===== config.mk =====
export PLATFORM = sky130hd
export DESIGN_NAME = dmem_arbiter
export DESIGN_NICKNAME = d
export VERILOG_FILES = /design/src/rtl/dmem_arbiter.sv
export SDC_FILE = /design/constraint.sdc
export NUM_CORES = 1
export LEC_CHECK = 0
export BUFFER_PORTS_ARGS = -buffer_cell sky130_fd_sc_hd__buf_2
export CAP_MARGIN = 5
export CORE_AREA = 2 2 121 123
export DETAILED_ROUTE_END_ITERATION = 8
export DIE_AREA = 0 0 123 125
export PLACE_DENSITY = 0.54
export SLEW_MARGIN = 20
export SYNTH_ARGS = -nofsm -noshare
export SYNTH_HDL_FRONTEND = slang
export SYNTH_SLANG_ARGS = --single-unit

===== constraint.sdc =====
create_clock -name clock -period 2.55 [get_ports clock]
set_input_delay 0.51 -clock clock [delete_from_list [all_inputs] [get_ports clock]]
set_output_delay 0.51 -clock clock [all_outputs]
set_load 0.02 [all_outputs]

===== src/rtl/dmem_arbiter.sv =====
// Data-memory port arbiter: one outstanding tagged load plus posted stores on a single bus.
// Optional load-starvation guard is enabled with `define DMEM_ARB_FAIR_EN.
module dmem_arbiter #(
  parameter int XLEN         = 32,
  parameter int MEM_SIZE_W   = 2,
  parameter int STARVE_LIMIT = 4
) (
  input  logic                  clock,
  input  logic                  reset,
  input  logic                  ld_req,
  input  logic [XLEN-1:0]       ld_addr,
  input  logic [MEM_SIZE_W-1:0] ld_size,
  input  logic                  st_req,
  input  logic [XLEN-1:0]       st_addr,
  input  logic [XLEN-1:0]       st_data,
  input  logic [MEM_SIZE_W-1:0] st_size,
  input  logic [3:0]            Dmem2proc_response,
  input  logic [3:0]            Dmem2proc_tag,
  input  logic [63:0]           Dmem2proc_data,
  output logic [1:0]            proc2Dmem_command,
  output logic [XLEN-1:0]       proc2Dmem_addr,
  output logic [63:0]           proc2Dmem_data,
  output logic [MEM_SIZE_W-1:0] proc2Dmem_size,
  output logic                  ld_accepted,
  output logic                  ld_done,
  output logic [XLEN-1:0]       ld_data,
  output logic                  st_done,
  output logic                  busy,
  output logic                  dbg_state
);

  typedef enum logic [1:0] {
    BUS_NONE  = 2'h0,
    BUS_LOAD  = 2'h1,
    BUS_STORE = 2'h2
  } bus_cmd_e;

  typedef enum logic {
    IDLE      = 1'b0,
    WAIT_RESP = 1'b1
  } state_e;

  if (STARVE_LIMIT < 1) begin : g_bad_limit
    $error("STARVE_LIMIT must be at least 1");
  end

  // Handshake: a request is held by its owner; it is complete only in a cycle where
  // it is the presented command and Dmem2proc_response is nonzero. A zero response
  // leaves everything unchanged and the same requester is presented again.

  state_e     state;
  logic [3:0] tag_q;
  logic       lock_q;
  logic       lock_st_q;
  logic       ld_elig;
  logic       pick_ld;
  logic       pick_st;
  logic       accept;
  logic       tag_match;
  logic       starve;
  logic       unused_data;

  assign ld_elig     = ld_req && (state == IDLE);
  assign accept      = (pick_ld || pick_st) && (Dmem2proc_response != 4'h0);
  assign ld_accepted = pick_ld && accept;
  assign st_done     = pick_st && accept;
  assign tag_match   = (state == WAIT_RESP) && (Dmem2proc_tag != 4'h0) && (Dmem2proc_tag == tag_q);
  assign busy        = (state == WAIT_RESP);
  assign dbg_state   = state;
  assign unused_data = ^Dmem2proc_data;

  // A rejected winner keeps the bus until it is accepted or drops its request.
  always_comb begin
    pick_ld = 1'b0;
    pick_st = 1'b0;
    if (lock_q && lock_st_q && st_req) begin
      pick_st = 1'b1;
    end else if (lock_q && !lock_st_q && ld_elig) begin
      pick_ld = 1'b1;
    end else if (ld_elig && (!st_req || starve)) begin
      pick_ld = 1'b1;
    end else if (st_req) begin
      pick_st = 1'b1;
    end
  end

  always_comb begin
    proc2Dmem_command = BUS_NONE;
    proc2Dmem_addr    = '0;
    proc2Dmem_data    = 64'h0;
    proc2Dmem_size    = '0;
    if (pick_st) begin
      proc2Dmem_command = BUS_STORE;
      proc2Dmem_addr    = st_addr;
      proc2Dmem_data    = 64'(st_data);
      proc2Dmem_size    = st_size;
    end else if (pick_ld) begin
      proc2Dmem_command = BUS_LOAD;
      proc2Dmem_addr    = ld_addr;
      proc2Dmem_size    = ld_size;
    end
  end

  always_ff @(posedge clock or negedge reset) begin
    if (!reset) begin
      state     <= IDLE;
      tag_q     <= 4'h0;
      ld_done   <= 1'b0;
      ld_data   <= '0;
      lock_q    <= 1'b0;
      lock_st_q <= 1'b0;
    end else begin
      ld_done <= tag_match;
      if (tag_match) begin
        ld_data <= Dmem2proc_data[XLEN-1:0];
      end
      if (accept || !(pick_ld || pick_st)) begin
        lock_q <= 1'b0;
      end else begin
        lock_q    <= 1'b1;
        lock_st_q <= pick_st;
      end
      case (state)
        IDLE: begin
          if (ld_accepted) begin
            tag_q <= Dmem2proc_response;
            state <= WAIT_RESP;
          end
        end
        WAIT_RESP: begin
          if (tag_match) begin
            tag_q <= 4'h0;
            state <= IDLE;
          end
        end
        default: state <= IDLE;
      endcase
    end
  end

`ifdef DMEM_ARB_FAIR_EN
  localparam int CW = $clog2(STARVE_LIMIT + 1);
  localparam logic [CW-1:0] LIMIT = CW'(STARVE_LIMIT);
  logic [CW-1:0] starve_cnt;

  assign starve = (starve_cnt >= LIMIT);

  // Counts stores that won while an eligible load sat waiting; saturates at the limit.
  always_ff @(posedge clock or negedge reset) begin
    if (!reset) begin
      starve_cnt <= '0;
    end else if (!ld_req || ld_accepted) begin
      starve_cnt <= '0;
    end else if (st_done && ld_elig && (starve_cnt < LIMIT)) begin
      starve_cnt <= starve_cnt + 1'b1;
    end
  end
`else
  assign starve = 1'b0;
`endif

endmodule


# Word level (Yosys, flattened, before mapping)
# Index checks and enable logic that the tools add are counted.
[word_totals]
ff_bits = 40
inputBits = 176
out_inout_bits = 137
elab_cells = 50
[classes]
n_eq_ne = 3
mux = 21
n_bitwise = 1
n_reduce_logical = 19
[op_table]
columns = ["operator", "count"]
rows = [
  ["$mux W32", 3],
  ["$logic_and A1 B1 Y1", 11],
  ["$mux W1", 11],
  ["$mux W4", 2],
  ["$pmux W4 S2", 1],
  ["$reduce_bool A4 Y1", 2],
  ["$mux W2", 3],
  ["$eq A4 B4 Y1", 1],
  ["$logic_not A1 Y1", 3],
  ["$logic_or A1 B1 Y1", 2],
  ["$ne A2 B1 Y1 const B", 1],
  ["$ne A2 B2 Y1 const B", 1],
  ["$pmux W1 S2", 1],
  ["$reduce_and A2 Y1", 1],
  ["$not A1 Y1", 1],
]

# Longest topological paths before layout
[depth]
ltp_word = 11
ltp_mapped = 6
ltp_nobuf = 5

# Worst setup path after synthesis
# Ideal clock, no wire load.
[synth_path]
kind = "register to output"
start = "register state, in the netlist busy"
end = "output proc2Dmem_addr[23]"
arrival_time_ps = 1645
t_required_ps = 2040
path_slack_ps = 395
path_stages_with_launch = 5
path_buffers = 1
cell_sequence = "dfrtp_1 nand2b_1 a21oi_1 clkbuf_1 a22o_1"
[synth_between]
elab_chain_cells = 8
word_cells_on_any_way = 12
cone_classes = "mux: 8; bitwise: 1; reduce/logical: 3"
[synth_lines]
columns = ["item", "line_no", "text"]
rows = [
  ["start, declared", "51", "state_e state;"],
  ["start signal, assigned", "106", "state <= IDLE;"],
  ["start signal, assigned", "127", "state <= WAIT_RESP;"],
  ["start signal, assigned", "133", "state <= IDLE;"],
  ["$not A1 Y1 *", "--", ""],
  ["$logic_and A1 B1 Y1 *", "63", "assign ld_elig = ld_req && (state == IDLE);"],
  ["$logic_and A1 B1 Y1", "80", "end else if (ld_elig && (!st_req || starve)) begin"],
  ["$mux W1", "80", ""],
  ["$mux W1", "78", "end else if (lock_q && !lock_st_q && ld_elig) begin"],
  ["$mux W1", "76", "if (lock_q && lock_st_q && st_req) begin"],
  ["$mux W32", "97", "end else if (pick_ld) begin"],
  ["$mux W32 *", "92", "if (pick_st) begin"],
  ["end, declared", "21", "output logic [XLEN-1:0] proc2Dmem_addr,"],
]
# Every way passes the cells marked *; elsewhere a longest branch is shown, timed or not.

# Worst setup path in the final report
[layout_path]
start = "register state, in the netlist busy"
end = "output proc2Dmem_addr[28]"
# Same word-level chain as after synthesis.

==> impl_metrics.toml <==
[sta]
setup-violations-final = 0
finalClockSkew_ns = 0.00340
slew_headroom = 0.418
period_minus_slack_ns = 2.35
drv_slew = 0
fin_setup_tns_ns = 0
hold_viol_final = 0
fin_crit_sh = 0.920
tightest_slew_ns = 0.873
fmax_ghz = 0.426
rsz0062_at_grt = "false"

[floorplanning]
design.core.area_sq_mm = 0.0142
dieArea_sq_mm = 0.0154
boundaryPins = 313
die-height_um = 125
die_w_um = 123
num_rows = 44
start_util = 0.177

[place]
hpwl_um = 7600
io_buffer_count = 248
gp_congestion = 0.794

[critical_path]
worstPathArrival_ns = 1.84
r2r_end = "ld_data[23]$_DFFE_PN0P_"
rr_worst_depth = 4
critical_path_class = "flip-flop to primary output"
ff2ff_setup_slack_ns = 0.80
worst-endpoint-required_ns = 2.04
endpoint_kind = "primary output"
critPathMaxFanout = 56
r2r-start = "tag_q[1]$_DFFE_PN0P_"
worstSetupStartpointType = "flip-flop"

[routing]
routed_wl_um = 8910
drc = 0
met3_wirelength_um = 729
ant_nets = 0
vias = 2482
viasPerCell = 3.87
met1_length_um = 3770
drtIter0Drc = 76
drt-pass1-iter-count = 4
dr_wl_met2_um = 4330
wl_per_cell_um = 13.9
top_layer_used = "met4"

[synthesis]
synth_area_leader_cell = "dfrtp_1"
ys_seq_elements = 40
synthesis.area_sq_mm = 0.00252
ys_seq_area_frac = 0.398
syn_avg_cell_area_sq_um = 11.7
synthFlopType = "dfrtp_1"
async_flop_share = 1.00
syn_inst = 215
yosys.area.top_type_share = 0.398
synth_edf_count = 0
synthTopCellsByArea = "dfrtp_1 (40%), mux2_4 (17%), a22o_1 (12%)"
ys_types = 26
yosysWarningCount = 0

[power_and_ir_drop]
ir_drop_mv = 0.679
power.total_mw = 3.41
power_leakage_nw = 2.21
power.density_mw_per_mm2 = 859

[grt]
grt_max_degree = 57
antenna_found_initial = 0
grt_pass1_vias = 2386
overflow = 0
track_usage = 0.108
grt_first_pass_wirelength_um = 12900

[clocking]
insertion_delay_ns = 0.28
postCtsHoldBufs = 0
h-tree-depth = 2
cts_root_buf = "clkbuf_16"
cts_tree = "built"
numCtsBuffers = 5
numClockSinks = 40
cts_buffer_depth = 2
clkTransAtPathRegs_ns = 0.06

[finish]
layout_common_cells = "buf_2 (248), dfrtp_1 (40), a22o_1 (34)"
multiInputGateArea_sq_mm = 0.00127
ff_latch_area_sq_mm = 0.00100
final_nets = 633
layout_commonest_cell = "buf_2"
final_layout_size_suffix_gt1_frac = 0.642
fillCellCount = 1530
areaGrowthSynthToFinish_pct = 57.6
n_antenna_cell = 0

[outcome]
status = "complete, no violations"

[flow_run]
cap_violations = 0

[hold_path]
min_path_type = "input pin to async pin"
[per-stage QoR]
step           cell area (sq um)  instances  hold slack (ns)  utilization  setup slack (ns)
6_report                    3970        642            0.346        0.279             0.203
5_1_grt                     3970        642            0.428        0.279            0.0938
4_1_cts                     3960        641            0.380        0.279             0.128
3_5_place_dp                3810        633            0.490        0.268             0.309
3_3_place_gp                3810        633            0.487        0.268             0.336
2_1_floorplan               2630        246            0.214            -             0.395
[cell usage after synthesis (2+ instances only)]
cell type   n
inv_1       3
xnor2_1     3
buf_4      34
nor2_1      3
clkbuf_1   10
mux2_2      4
dfrtp_1    40
and2_1     32
a32o_1      4
buf_12      3
nand2b_1    3
a22o_1     34
a21oi_1     2
mux2_4     28
[final cells by class]
class	count	area share
Timing Repair Buffer	252	0.327
Sequential cell	40	0.252
Clock buffer	8	0.0369
Inverter	4	0.00568
Multi-Input combinational cell	154	0.320
Tap cell	184	0.0580
[worst max path at each step]
stage / start / to / depth (start not counted)
finish: busy$_DFF_PN0_ / proc2Dmem_addr[28] / 6
global route: busy$_DFF_PN0_ / proc2Dmem_addr[28] / 6
CTS: busy$_DFF_PN0_ / proc2Dmem_addr[9] / 6
detailed placement: ld_req / proc2Dmem_addr[9] / 7
global placement: ld_req / proc2Dmem_addr[7] / 7
floorplan: busy$_DFF_PN0_ / proc2Dmem_addr[23] / 4
[worst max-delay path, cell delays in order (launching register included)]
cell and delay (ns):
dfrtp_1 0.42, nand2b_1 0.23, nor2_1 0.21, nor2_4 0.08, buf_12 0.17, a22o_1 0.26, buf_2 0.16
[flip-flops by register name, summed over array words and instances, names as in the netlist]
| signal | flops |
|---|---|
| ld_data | 32 |
| tag_q | 4 |
| busy | 1 |
| ld_done | 1 |
| lock_q | 1 |
| lock_st_q | 1 |
[routing by layer]
layer | vias up | global-route usage
li1 | 1174 | -
met1 | 1157 | 0.135
met3 | 8 | 0.0242
met5 | - | 0
met4 | 0 | 0.0261
met2 | 143 | 0.188
[repair_timing]
action / 4_1_cts / 5_1_grt
gates resized for setup: 0 / 0
buffers inserted: 0 / 1
setup endpoints to repair: 0 / 2
[where the power goes]
part | leakage (nW) | switching (mW) | internal [mW]
clock | 0.0712 | 0.235 | 0.390
combinational | 1.65 | 0.895 | 0.788
sequential | 0.489 | 0.170 | 0.930
[kinds of logic after synthesis]
| logic type | after synthesis | share of synthesized area |
|---|---|---|
| flops | 40 | 0.398 |
| simple gates | 44 | 0.105 |
| buf+inv | 52 | 0.151 |
| compound gates | 43 | 0.149 |
| mux | 32 | 0.185 |
| xor+xnor | 3 | 0.0104 |
| other cells | 1 | 0.00149 |
(Power assumes the default switching activity.)
